--- src/rtl/traffic_light_controller.sv ---
// traffic_light_controller: main/side road intersection sequencer, 1 clock = 1 s.
// Main road rests on green; the side-road SENSOR requests a side-green phase
// bounded by minimum/maximum times. State, elapsed count and lamps are registered.
// Optional feature macro: ALL_RED_EN inserts an all-red clearance phase
// (ALL_RED_TIME cycles) after each yellow.
module traffic_light_controller #(
    parameter int MAIN_MIN_GREEN = 30,
    parameter int SIDE_MIN_GREEN = 5,
    parameter int SIDE_MAX_GREEN = 20,
    parameter int YELLOW_TIME    = 5,
    parameter int ALL_RED_TIME   = 2
) (
    input  logic       clk,
    input  logic       rst,
    input  logic       SENSOR,
    output logic [2:0] main_road,
    output logic [2:0] side_road,
    output logic [7:0] count
);

    typedef enum logic [2:0] {
        MAIN_GREEN  = 3'd0,
        MAIN_YELLOW = 3'd1,
        SIDE_GREEN  = 3'd2,
        SIDE_YELLOW = 3'd3,
        ALL_RED_1   = 3'd4,
        ALL_RED_2   = 3'd5
    } state_t;

    // Lamp encodings {red,yellow,green}
    localparam logic [2:0] LAMP_RED    = 3'b100;
    localparam logic [2:0] LAMP_YELLOW = 3'b010;
    localparam logic [2:0] LAMP_GREEN  = 3'b001;

    // Phase limits expressed as "last count value" so comparisons are on count directly
    localparam logic [7:0] MAIN_MIN_M1 = 8'(MAIN_MIN_GREEN - 1);
    localparam logic [7:0] SIDE_MIN_M1 = 8'(SIDE_MIN_GREEN - 1);
    localparam logic [7:0] SIDE_MAX_M1 = 8'(SIDE_MAX_GREEN - 1);
    localparam logic [7:0] YELLOW_M1   = 8'(YELLOW_TIME - 1);
    localparam logic [7:0] ALL_RED_M1  = 8'(ALL_RED_TIME - 1);

    // Where each yellow leads: straight to the opposite green, or through clearance
`ifdef ALL_RED_EN
    localparam state_t AFTER_MAIN_YELLOW = ALL_RED_1;
    localparam state_t AFTER_SIDE_YELLOW = ALL_RED_2;
`else
    localparam state_t AFTER_MAIN_YELLOW = SIDE_GREEN;
    localparam state_t AFTER_SIDE_YELLOW = MAIN_GREEN;
`endif

    state_t     state_q, state_d;
    logic [7:0] count_q, count_d;
    logic [2:0] main_q, main_d;
    logic [2:0] side_q, side_d;
    logic [7:0] fixed_last;
    logic       fixed_done;

    // Next state, elapsed count and lamps for the state being entered
    always_comb begin
        state_d    = state_q;
        fixed_last = ((state_q == ALL_RED_1) || (state_q == ALL_RED_2)) ? ALL_RED_M1 : YELLOW_M1;
        fixed_done = (count_q == fixed_last);

        case (state_q)
            MAIN_GREEN:  if (SENSOR && (count_q >= MAIN_MIN_M1)) state_d = MAIN_YELLOW;
            MAIN_YELLOW: if (fixed_done) state_d = AFTER_MAIN_YELLOW;
            SIDE_GREEN:  if ((count_q == SIDE_MAX_M1) || (!SENSOR && (count_q >= SIDE_MIN_M1)))
                             state_d = SIDE_YELLOW;
            SIDE_YELLOW: if (fixed_done) state_d = AFTER_SIDE_YELLOW;
`ifdef ALL_RED_EN
            ALL_RED_1:   if (fixed_done) state_d = SIDE_GREEN;
            ALL_RED_2:   if (fixed_done) state_d = MAIN_GREEN;
`endif
            default:     state_d = MAIN_GREEN;   // unreachable/illegal encoding recovers
        endcase

        // Count restarts on every state entry and saturates while a state is held
        if (state_d != state_q)
            count_d = 8'd0;
        else if (count_q == 8'hFF)
            count_d = count_q;
        else
            count_d = count_q + 8'd1;

        // Lamps decoded from the next state so they change on the same edge as the state
        main_d = LAMP_RED;
        side_d = LAMP_RED;
        case (state_d)
            MAIN_GREEN:  main_d = LAMP_GREEN;
            MAIN_YELLOW: main_d = LAMP_YELLOW;
            SIDE_GREEN:  side_d = LAMP_GREEN;
            SIDE_YELLOW: side_d = LAMP_YELLOW;
            default:     ;                       // all-red clearance
        endcase
    end

    // State, count and lamp registers with asynchronous reset to main green
    always_ff @(posedge clk or posedge rst) begin
        if (rst) begin
            state_q <= MAIN_GREEN;
            count_q <= 8'd0;
            main_q  <= LAMP_GREEN;
            side_q  <= LAMP_RED;
        end else begin
            state_q <= state_d;
            count_q <= count_d;
            main_q  <= main_d;
            side_q  <= side_d;
        end
    end

    assign main_road = main_q;
    assign side_road = side_q;
    assign count     = count_q;

endmodule

--- config.mk ---
export PLATFORM = sky130hd
export DESIGN_NAME = traffic_light_controller
export DESIGN_NICKNAME = d
export VERILOG_FILES = /design/src/rtl/traffic_light_controller.sv
export SDC_FILE = /design/constraint.sdc
export NUM_CORES = 1
export LEC_CHECK = 0
export ABC_AREA = 1
export CAP_MARGIN = 10
export CORE_MARGIN = 3
export CORE_UTILIZATION = 35
export CTS_CLUSTER_SIZE = 12
export DETAILED_ROUTE_END_ITERATION = 10
export SYNTH_ARGS = -nofsm -noshare
export SYNTH_HDL_FRONTEND = slang
export SYNTH_SLANG_ARGS = --single-unit
--- constraint.sdc ---
create_clock -name clk -period 1.8 [get_ports clk]
set_input_delay 0.45 -clock clk [delete_from_list [all_inputs] [get_ports clk]]
set_output_delay 0.45 -clock clk [all_outputs]
set_load 0.05 [all_outputs]
==> run_results.csv <==
group,metric,value,unit
run_status,status,"finished, final reports clean",
global_route,grt.total_usage,12.3,%
layout,syn_to_final_growth,34.5,%
clock_network,clock_tree.root_cell,"clkbuf_4",
synth,synth_commonest_cells,"nor2_1, inv_1, dfrtp_1",
synth,yosysSeqAreaShare,44.5,%
setup_path,ff2ff_path_depth,10,
synth,yosys_warnings,0,
synth,yosysTopAreaCell,"dfrtp_1",
layout,nets,150,
global_route,antenna_found_initial,0,
placed_design,post-place-ws,0.0551,ns
placed_design,placed_area,1230,sq um
synth,avgSynthCellArea,8.29,sq um
global_route,grt_pass1_vias,746,
timing,whs,0.453,ns
placed_design,place_hpwl,1450,um
setup_path,startpoint_type,"flop",
synth,synth_edf_count,0,
global_route,grt_pass1_wl,3220,um
synth,syn_area,962,sq um
clock_network,clock-sinks,17,
floorplan,core_area,2540,sq um
setup_path,worst_path_max_delay_cell,"dfrtp_2",
power,leakage,0.653,nW
synth,synthCells,116,
clock_network,cts_max_level,1,
setup_path,r2r_start,"count[0]",
setup_path,r2r_slack,0.14,ns
layout,filler_cell_count,254,
timing,drv_slew,0,
job,maxCapViolations,0,
synth,synthTopCellsByArea,"dfrtp_1, nor2_1, inv_1, dfstp_2, ha_1",
synth,ys.flop_type,"dfrtp_1",
routing,viasPerCell,4.63,
setup_path,reg2reg_to,"count[3]",
global_route,grt_max_degree,18,
floorplan,die_h,58.4,um
setup_path,path_cells,"inv_1 -> ha_1 -> inv_1 -> o21ai_1 -> nand2_1 -> nand2_2 -> nand2_4 -> o21ai_2 -> nand3_4 -> nor2_1",
timing,hold_viol_final,0,
clock_network,cts_buffers,3,
timing,period_needed,1.66,ns
setup_path,crit_required,2.02,ns
synth,yosysMostFrequentCell,"nor2_1",
timing,finalCritPeriodShare,92.5,%
setup_path,cp_slowest_stage_delay,0.45,ns
layout,drive_above_1_share,36.6,%
setup_path,end_kind,"flop",
synth,synthArstFlopShare,100,%
layout,postLayoutCellArea,1290,sq um
floorplan,ios,17,
power,power.density,563,nW/um^2
clock_network,clkTransAtPathRegs,0.11,ns
floorplan,initial_core_util,37.8,%
routing,detail-route-antenna-nets,0,
synth,syn_nets,123,
clock_network,clkLatencyLatePin,0.30,ns
clock_network,clockBufferDepth,2,
timing,setup_viol,0,
min_path,hold_path_class,"in -> async",
synth,ys_seq_elements,17,
clock_network,cts_tree,"done",
placed_design,globalplace.congestion,0.772,
synth,yosysTopAreaCellShare,39.0,%
floorplan,std_cell_rows,18,
global_route,overflow,0,
routing,routed_wl,1930,um
routing,drtIter0Drc,11,
power,vdd.ir_drop.worst,0.000469,V
layout,diodes,0,
floorplan,design.die.area,3410,sq um
routing,drc,0,
placed_design,place.port_buffers,16,
setup_path,path_class,"reg -> reg",
setup_path,crit_arrival,1.89,ns
routing,via_count,797,
routing,wl_per_cell,11.2,um
setup_path,cpMostUsedCell,"inv_1",
timing,skew,0.00840,ns
timing,finalWorstSetupSlack,0.136,ns
timing,rsz0062_at_grt,"false",
timing,fmax,0.601,GHz
setup_path,worstPathMaxFanout,8,
timing,finalSetupTns,0,ns
synth,yosysUniqueCellTypes,22,
floorplan,die_w,58.4,um
routing,drtPass1Iterations,4,
==> final cells by class <==
class | count | area (sq um) | area share, %
clock inverters | 1 | 5.00 | 0.387
multi-input cells | 78 | 463 | 35.8
inverters | 21 | 78.8 | 6.09
flip-flops and latches | 17 | 429 | 33.2
well taps | 30 | 37.5 | 2.90
repair buffers | 22 | 258 | 19.9
clock buffers | 3 | 22.5 | 1.74
==> per-layer routing <==
| layer | track usage (%) | vias up | share of wire, % |
|---|---|---|---|
| li1 | - | 417 | - |
| met1 | 16.1 | 366 | 48 |
| met2 | 18.7 | 12 | 47 |
| met3 | 4.17 | 2 | 3.9 |
| met4 | 4.97 | 0 | 0.78 |
| met5 | 0 | - | 0 |
==> logic make-up after synthesis <==
| group | synth area share (%) |
|---|---|
| xor gates and xnor gates | 0.910 |
| buffers and inverters | 8.19 |
| AOI/OAI and AO/OA | 6.50 |
| other | 0.390 |
| DFF | 44.5 |
| and+or+nand+nor | 34.3 |
| adders and majority gates | 5.20 |
==> critical path, delay by kind of cell, from the launching register on <==
| family | cells | cell delay, ns |
|---|---|---|
| AO/OA/AOI/OAI | 2 | 0.31 |
| adder cells (fa/ha/maj) | 1 | 0.15 |
| buffers and inverters | 2 | 0.16 |
| flip-flops | 1 | 0.45 |
| AND/OR/NAND/NOR | 5 | 0.53 |
==> how the worst max path moves through the flow <==
stage	from	endpoint	slack (ns)	cells after the start
4_1_cts	count[0]	count[3]	0.01	10
3_3_place_gp	count[0]	count[0]	0.07	10
2_1_floorplan	count[1]	count[0]	0.02	9
3_5_place_dp	count[0]	count[3]	0.06	10
5_1_grt	count[1]	count[7]	0.03	10
6_report	count[0]	count[3]	0.14	10
==> through the flow <==
step	instances	util [%]	power [W]
floorplan	116	-	0.000479
global placement	165	48.5	0.000519
CTS	169	49.6	0.000728
finish	172	50.8	0.000728
global route	172	50.8	0.000766
detailed placement	165	48.5	0.000519
==> power by group <==
part / internal [W] / switching (W) / leakage (nW) / total [W]
registers: 0.000389 / 0.0000120 / 0.225 / 0.000401
logic: 0.0000481 / 0.0000710 / 0.410 / 0.000119
clock network: 0.0000828 / 0.000125 / 0.0177 / 0.000208
==> placed cells by master, fill, tap and decap left out, types with 5 or more instances in the layout <==
cell / Yosys / layout
buf_4: 0 / 13
nand2_1: 13 / 13
nor2_2: 5 / 5
o21ai_0: 6 / 6
inv_2: 5 / 6
nand3_1: 6 / 6
nor2_1: 17 / 17
inv_1: 16 / 15
buf_12: 0 / 7
dfrtp_1: 15 / 14
==> registers in the layout (all words and copies together), names as in the netlist <==
register	count
count	8
main_road	3
side_road	3
state_q	3
==> repair_timing <==
action,in CTS,in global routing
hold buffers,0,0
buffers inserted,0,3
endpoints found under the setup margin,0,8
resized for setup,0,3
No activity file was read; power rests on OpenSTA's default activity.
